File: src/rtl/i2s_frame_clkgen_pkg.sv
// Shared I2S timing definitions: FSM state encoding and default frame/half-period
// constants reused by the clock generator and the serializer/deserializer blocks.
package i2s_frame_clkgen_pkg;

    typedef enum logic [1:0] {
        ST_IDLE  = 2'd0,
        ST_RUN   = 2'd1,
        ST_DRAIN = 2'd2
    } state_t;

    localparam int DEF_HP_W       = 8;
    localparam int DEF_FRAME_BITS = 64;
    localparam int DEF_HALF_PER   = 3;

endpackage

File: src/rtl/i2s_half_timer.sv
// Loadable down-counter for the BCLK half-period; o_tc marks the last clk of a half.
module i2s_half_timer
    import i2s_frame_clkgen_pkg::*;
#(
    parameter int HP_W = DEF_HP_W
) (
    input  logic            clk,
    input  logic            reset,
    input  logic            i_en,
    input  logic            i_load,
    input  logic [HP_W-1:0] i_load_val,
    input  logic [HP_W-1:0] i_reload_val,
    output logic            o_tc
);

    localparam logic [HP_W-1:0] HP_ONE = HP_W'(1);

    logic [HP_W-1:0] r_cnt;

    // NOTE: sequential state uses non-blocking assignments so every register
    // samples pre-edge values, independent of statement order.
    always_ff @(posedge clk) begin
        if (reset) begin
            r_cnt <= '0;
        end else if (i_load) begin
            r_cnt <= i_load_val;
        end else if (i_en) begin
            r_cnt <= (r_cnt == '0) ? i_reload_val : r_cnt - HP_ONE;
        end
    end

    assign o_tc = i_en && (r_cnt == '0);

endmodule

File: src/rtl/i2s_frame_clkgen.sv
// I2S master timing generator: BCLK, LRCLK, per-bit strobes and frame-rate strobe,
// with runtime half-period (applied at frame boundaries) and drain-to-frame-end stop.
module i2s_frame_clkgen
    import i2s_frame_clkgen_pkg::*;
#(
    parameter int HP_W       = DEF_HP_W,
    parameter int FRAME_BITS = DEF_FRAME_BITS,
    parameter int BIT_W      = $clog2(FRAME_BITS)
) (
    input  logic             clk,
    input  logic             reset,
    input  logic             enable,
    input  logic [HP_W-1:0]  half_per,
    output logic             rate,
    output logic             bclk,
    output logic             lrclk,
    output logic             bit_strb,
    output logic             rise_strb,
    output logic [BIT_W-1:0] bit_idx,
    output logic             running
);

    localparam logic [HP_W-1:0]  HP_ONE   = HP_W'(1);
    localparam logic [BIT_W-1:0] IDX_ONE  = BIT_W'(1);
    localparam logic [BIT_W-1:0] IDX_LAST = BIT_W'(FRAME_BITS - 1);

    state_t           r_state;
    logic [HP_W-1:0]  r_hp_act;
    logic             r_bclk;
    logic             r_rate;
    logic             r_bit_strb;
    logic             r_rise_strb;
    logic [BIT_W-1:0] r_bit_idx;

    logic [HP_W-1:0]  w_hp_new;
    logic             w_tc;
    logic             w_rise;
    logic             w_fall;
    logic             w_wrap;
    logic             w_load;
    logic [HP_W-1:0]  w_load_val;
    logic             w_cnt_en;

    assign w_hp_new = (half_per == '0) ? HP_ONE : half_per;
    assign w_cnt_en = (r_state != ST_IDLE);
    assign w_rise   = w_tc && !r_bclk;
    assign w_fall   = w_tc && r_bclk;
    assign w_wrap   = w_fall && (r_bit_idx == IDX_LAST);

    // NOTE: every always_comb output gets a default first, so no path can infer a latch.
    always_comb begin
        w_load     = 1'b0;
        w_load_val = '0;
        if (r_state == ST_IDLE) begin
            if (enable) begin
                w_load     = 1'b1;
                w_load_val = w_hp_new - HP_ONE;
            end
        end else if (w_wrap) begin
            // A drain that ends here parks the counter at zero for the next start.
            w_load     = 1'b1;
            w_load_val = (r_state == ST_DRAIN) ? '0 : w_hp_new - HP_ONE;
        end
    end

    i2s_half_timer #(.HP_W(HP_W)) u_half_timer (
        .clk          (clk),
        .reset        (reset),
        .i_en         (w_cnt_en),
        .i_load       (w_load),
        .i_load_val   (w_load_val),
        .i_reload_val (r_hp_act - HP_ONE),
        .o_tc         (w_tc)
    );

    // NOTE: reset is synchronous and overrides everything, including a pending drain.
    always_ff @(posedge clk) begin
        if (reset) begin
            r_state     <= ST_IDLE;
            r_hp_act    <= HP_ONE;
            r_bclk      <= 1'b0;
            r_rate      <= 1'b0;
            r_bit_strb  <= 1'b0;
            r_rise_strb <= 1'b0;
            r_bit_idx   <= '0;
        end else begin
            r_rate      <= 1'b0;
            r_bit_strb  <= 1'b0;
            r_rise_strb <= 1'b0;
            case (r_state)
                ST_IDLE: begin
                    if (enable) begin
                        r_state    <= ST_RUN;
                        r_hp_act   <= w_hp_new;
                        r_bclk     <= 1'b0;
                        r_bit_idx  <= '0;
                        r_rate     <= 1'b1;
                        r_bit_strb <= 1'b1;
                    end
                end
                ST_RUN, ST_DRAIN: begin
                    if (r_state == ST_RUN && !enable) r_state <= ST_DRAIN;
                    if (r_state == ST_DRAIN && enable) r_state <= ST_RUN;
                    if (w_rise) begin
                        r_bclk      <= 1'b1;
                        r_rise_strb <= 1'b1;
                    end
                    if (w_fall) begin
                        r_bclk <= 1'b0;
                        if (!w_wrap) begin
                            r_bit_idx  <= r_bit_idx + IDX_ONE;
                            r_bit_strb <= 1'b1;
                        end else if (r_state == ST_DRAIN) begin
                            // Frame boundary while draining: stop silently, no pulses.
                            r_state   <= ST_IDLE;
                            r_bit_idx <= '0;
                        end else begin
                            r_bit_idx  <= '0;
                            r_bit_strb <= 1'b1;
                            r_rate     <= 1'b1;
                            r_hp_act   <= w_hp_new;
                        end
                    end
                end
                default: r_state <= ST_IDLE;
            endcase
        end
    end

    assign rate      = r_rate;
    assign bclk      = r_bclk;
    assign bit_strb  = r_bit_strb;
    assign rise_strb = r_rise_strb;
    assign bit_idx   = r_bit_idx;
    assign lrclk     = r_bit_idx[BIT_W-1];
    assign running   = (r_state != ST_IDLE);

endmodule

File: config.mk
export PLATFORM = sky130hd
export DESIGN_NAME = i2s_frame_clkgen
export DESIGN_NICKNAME = d
export VERILOG_FILES = /design/src/rtl/i2s_frame_clkgen_pkg.sv /design/src/rtl/i2s_half_timer.sv /design/src/rtl/i2s_frame_clkgen.sv
export SDC_FILE = /design/constraint.sdc
export NUM_CORES = 1
export LEC_CHECK = 0
export CORE_MARGIN = 3
export CORE_UTILIZATION = 45
export DETAILED_ROUTE_END_ITERATION = 10
export PLACE_DENSITY = 0.68
export SYNTH_ARGS = -nofsm -noshare
export SYNTH_HDL_FRONTEND = slang
export SYNTH_SLANG_ARGS = --single-unit
File: constraint.sdc
create_clock -name clk -period 3.5 [get_ports clk]
set_input_delay 0.525 -clock clk [delete_from_list [all_inputs] [get_ports clk]]
set_output_delay 0.525 -clock clk [all_outputs]
set_load 0.01 [all_outputs]
**Yosys cells after proc, flatten, opt, wreduce, memory -nomap -nowiden**

Cells that the tools add are included.

- Add/sub/neg operators: 4
- Equality and inequality tests: 8
- Muxes and demuxes: 39
- Bitwise gates (word level): 1
- Reduce and logical (&&, ||, !) cells: 19

Operators by type and width:

| operator | number |
|---|---|
| 8-bit 2-to-1 mux | 12 |
| 8-bit by 1-bit subtractor with 8-bit output, second input constant | 3 |
| 6-bit 2-to-1 mux | 3 |
| 8-bit logical NOT | 2 |
| 8-bit one-hot mux with 2 select lines | 1 |
| 1-bit 2-to-1 mux | 12 |
| 2-bit 2-to-1 mux | 6 |
| 6-bit one-hot mux with 2 select lines | 1 |
| 2-bit != test, second input constant | 4 |
| 6-bit by 1-bit adder with 6-bit output, second input constant | 1 |
| 6-bit == test, second input constant | 1 |
| 1-bit logical AND | 6 |
| 1-bit one-hot mux with 2 select lines | 3 |
| 3-bit AND reduction | 2 |
| 2-bit nonzero test | 3 |
| 5-bit AND reduction | 1 |
| 2-bit one-hot mux with 2 select lines | 1 |
| 2-bit OR reduction | 2 |
| 3-bit != test, second input constant | 1 |
| 2-bit by 1-bit == test with 1-bit output, second input constant | 1 |
| 2-bit == test, second input constant | 1 |
| 1-bit logical NOT | 2 |
| 2-bit logical NOT | 1 |
| 1-bit NOT | 1 |

- Register bits: 28
- Output and inout bits: 12

**Depth between registers and ports, before layout**

- Depth in word-level cells: 8
- Depth in mapped cells: 9
- Mapped depth without buffers: 9

**Hierarchy**

Synthesis repeated with hierarchy kept, for this count alone.

- Cell total of the unflattened synthesis: 244
- Area total of the unflattened synthesis: 1970.6 um^2

Modules (own cells, without submodules):

| module | instances | cells an instance | area an instance (um^2) | sequential area each (um^2) |
|---|---|---|---|---|
| i2s_frame_clkgen | 1 | 170 | 1381.3 | 400.4 |
| i2s_half_timer | 1 | 74 | 589.3 | 160.2 |

**Worst setup path after synthesis**

No wires, ideal clock.

- Path kind: reg2reg
- Start: register u_half_timer.r_cnt[5]
- End: register u_half_timer.r_cnt[6]
- Arrival time: 2141 ps
- Required time: 3368 ps
- Slack: 1228 ps
- Cell stages (with the launch flop): 10
- Buffers on the path: 0
- Path through: dfxtp_1 > or3_4 > nor3_2 > a21oi_1 > ha_1 > or3b_2 > nor3_1 > nand2_1 > a311oi_1 > o22ai_1

- Cells in the longest elaborated chain, start to end: 7

Ends and longest elaborated chain:

| what | RTL line | RTL |
|---|---|---|
| start: declaration | i2s_half_timer.sv:18 | `logic [HP_W-1:0] r_cnt;` |
| start signal: assignment | i2s_half_timer.sv:26 | `r_cnt <= i_load_val;` |
| start signal: assignment | i2s_half_timer.sv:28 | `r_cnt <= (r_cnt == '0) ? i_reload_val : r_cnt - HP_ONE;` |
| parallel branches: the longest is 7 deep, another holds 8-bit by 1-bit subtractor with 8-bit output | -- |  |

Parallel ways; which one is timed is not known. The select of a mux whose other input is x is not followed.
A chain may end at the register's enable or synchronous reset.

**Final worst setup path**

- Start: input port half_per[3]
- End: register u_half_timer.r_cnt[4]

- Cells in the longest elaborated chain, start to end: 7

Ends and longest elaborated chain:

| what | RTL line | RTL |
|---|---|---|
| start: declaration | i2s_frame_clkgen.sv:13 | `input logic [HP_W-1:0] half_per,` |
| 8-bit logical NOT | i2s_frame_clkgen.sv:44 | `assign w_hp_new = (half_per == '0) ? HP_ONE : half_per;` |
| 8-bit 2-to-1 mux * | i2s_frame_clkgen.sv:44 |  |
| 8-bit by 1-bit subtractor with 8-bit output * | i2s_frame_clkgen.sv:57, i2s_frame_clkgen.sv:62 |  |
| 8-bit 2-to-1 mux | i2s_frame_clkgen.sv:62 | `w_load_val = (r_state == ST_DRAIN) ? '0 : w_hp_new - HP_ONE;` |
| 8-bit 2-to-1 mux | i2s_frame_clkgen.sv:59 | `end else if (w_wrap) begin` |
| 8-bit 2-to-1 mux * | i2s_frame_clkgen.sv:54 | `if (r_state == ST_IDLE) begin` |
| 8-bit 2-to-1 mux * | i2s_half_timer.sv:25 | `end else if (i_load) begin` |

Mark *: on every way between the ends. The rest lies on a longest branch, timed or not.

==> qor.txt <==
Syn_area_per_cell -> 7.80 um^2
Synth Instances -> 245
DR DRC count -> 0
# rows -> 23
Starting Density -> 47.1%
WL/cell -> 15.6 um
Post-layout worst setup margin -> 0.768 ns
Outcome -> finished clean
GRT Total Usage -> 19.4%
Final hold viol count -> 0
Area of the multi-input gates -> 1250 um^2
Post-Route WL -> 4.83 mm
Max Clk Rate -> 366 MHz
Ant diodes -> 0
FF+latch count, synth -> 28
Die Area -> 5060 um^2
Die X -> 71.2 um
Top post-synthesis cells by area -> dfxtp_1 (29%), a21oi_1 (5.8%), o21ai_0 (5.0%)
Crit Path Category -> in2reg
Min-delay src -> bclk
Input/output buffers -> 22
R2R depth -> 9
Total Nets Final -> 278
Clk sinks -> 28
Fin crit period -> 2.73 ns
VDD IR max -> 0.000210 V
Hold Path Class -> reg2reg
Leakage dissipation -> 0.737 nW
Cts bufs inserted -> 3
Reg area -> 561 um^2
Crit end category -> flop
DR iter-0 viols -> 152
Crit path max fanout -> 6
Count leader, synth -> dfxtp_1
RD Place Congestion -> 0.917
Final Max Slew Viols -> 0
Max-Cap Viols -> 0
Setup bufs post-CTS -> 0
Synthesis Warnings -> 0
Post-synthesis sequential area ratio -> 29.3%
Unique masters post-synth -> 60
Post-route ant nets -> 0
Worst slew pin tran -> 0.817 ns
P&R area growth vs syn -> 14.9%
Area leader, netlist -> dfxtp_1
Slowest CP cell -> clkdlybuf4s50_1
Post-layout util -> 54.1%
Cell family with most CP delay -> simple AND/OR/NAND/NOR gates
Dpl ws -> 0.498 ns
Ports -> 23
Vias -> 1,912
Clock transition at path regs -> 0.09 ns
Share of cells above drive strength 1 -> 8.49%
EDFF count, synth -> 0
Critical-path cell list -> clkdlybuf4s50_1, or3_1, nor3_1, a21oi_1, ha_1, nor3b_1, xnor2_1, a211oi_1, o21bai_1, o31ai_1
Final setup viols -> 0
Largest stage delay, worst path -> 0.49 ns
Die Height -> 71.2 um
Hold endpoint -> rise_strb
Synth cell count leaders -> dfxtp_1 (28), a21oi_1 (22), nor2_1 (19), o21ai_0 (19)
Clock buffer depth -> 2
Setup TNS -> 0 ns
Vias in the first global route -> 1,708
Worst Hold Depth -> 1
Mapped Area -> 1910 um^2
Final Cycle Share -> 78.0%
Post-CTS Hold Buffers -> 0
Core area -> 4060 um^2
Resized cells post-CTS -> 0
Fraction of registers with async set/reset -> 0%
Main flop type after synthesis -> dfxtp_1
Initial antenna violation count -> 0
HPWL after DPL -> 3.54 mm
Syn_nets -> 263
Root Driver -> clkbuf_8
Startpoint types -> input port
Slew HR -> 45.5%
RSZ-0062 raised after global routing -> false
GRT overflow -> 0
# fillers -> 408
CP Buf/Inv Count -> 1
FF-to-FF End -> u_half_timer.r_cnt[6]
Initial DRT Pass Iterations -> 4
Worst-Skew Late Latency -> 0.27 ns
Via density -> 6.19
Crit path required time -> 3.65 ns
CTS tree -> yes
H-tree depth -> 1
CP Data Arrival Time -> 2.88 ns
Pwr/cell area -> 393 nW/um^2
Final worst clock skew -> 0.00240 ns
Top cell type's share of synthesized area -> 29.3%
Worst r2r src -> u_half_timer.r_cnt[5]
Largest net degree at the start of global routing -> 31
First-pass GRT wire length -> 8.01 mm
R2r setup slk -> 0.91 ns
[per-layer routing]
metal,GRT usage [%],vias to the layer above,share of wire [%]
met5,0,-,0
met1,27.6,888,49
met4,5.85,0,0.74
met3,2.84,4,6.4
met2,30.5,59,44
li1,-,961,-
[worst max path at each step]
stage | from | endpoint | cells past startpoint
6_report | half_per[3] | u_half_timer.r_cnt[4] | 10
5_1_grt | half_per[3] | u_half_timer.r_cnt[4] | 10
4_1_cts | half_per[3] | u_half_timer.r_cnt[4] | 10
3_5_place_dp | half_per[3] | u_half_timer.r_cnt[4] | 10
3_3_place_gp | half_per[3] | u_half_timer.r_cnt[4] | 10
2_1_floorplan | u_half_timer.r_cnt[5] | u_half_timer.r_cnt[6] | 9
[metrics by stage]
step | instance area (um^2) | instances | power (mW) | hold WS, ns
after floorplan | 1910 | 245 | 0.591 | 0.464
after global placement | 2140 | 305 | 0.663 | 0.500
after CTS | 2190 | 309 | 0.872 | 0.519
after global routing | 2190 | 309 | 0.926 | 0.549
final | 2190 | 309 | 0.863 | 0.517
after detailed placement | 2140 | 305 | 0.667 | 0.504
[cell type report]
type	instances	area share [%]
multi-input cells	195	57.2
flip-flops and latches	28	25.5
repair buffers	23	10.4
well taps	50	2.85
clock buffers	4	2.51
inverters	9	1.54
[sequential cells by signal (all words and copies together), names as in the netlist]
register / cells
u_half_timer.r_cnt: 8
rate: 1
rise_strb: 1
bclk: 1
r_state: 2
r_hp_act: 8
bit_strb: 1
bit_idx: 6
[cells in the final DEF (no fill, tap or decap), types with 2 or more instances in the layout]
master,netlist,final
nand3_1,11,11
o31ai_1,2,2
a221oi_1,2,2
o21ai_0,19,19
or3_4,2,2
clkdlybuf4s50_1,0,22
or3_1,6,6
or4_1,2,2
o211ai_1,4,4
xnor2_1,2,2
a211oi_1,3,3
ha_1,7,7
clkbuf_8,0,4
mux2_2,2,2
inv_1,9,9
a21oi_1,22,22
a21boi_0,2,2
nor2_1,19,19
dfxtp_1,28,28
and2_1,2,2
and4_1,2,2
or2_2,3,3
a22oi_1,2,2
nand4_1,2,2
a211o_1,3,3
nor4_1,3,3
a311oi_1,5,5
nand2b_1,4,4
o31a_1,2,2
nand2_1,14,14
nor3_1,14,14
o21bai_1,2,2
a31oi_1,4,4
nor2b_1,3,3
[cell families after synthesis]
kind of cell             after synthesis  synth area share, %
buffers and inverters                 22                 4.98
AND/OR/NAND/NOR                       96                 27.8
XOR/XNOR                               3                 1.38
multiplexers                           2                 1.18
flip-flops                            28                 29.3
AO/OA/AOI/OAI                         87                 30.7
adder cells (fa/ha/maj)                7                 4.58
[worst register-to-register path: cells and delay by family (launching register included)]
family / cells / cell delay [ns]
DFF: 1 / 0.47
adders and majority gates: 1 / 0.20
AOI/OAI and AO/OA: 3 / 0.63
and+or+nand+nor: 5 / 1.18
[power by group]
part	leakage, nW	internal (mW)	switching [mW]	total (mW)
Clock	0.0288	0.101	0.101	0.202
Sequential	0.230	0.344	0.0347	0.379
Combinational	0.478	0.128	0.155	0.283
Total	0.737	0.573	0.291	0.863
Power figures use the tool's default switching activity.
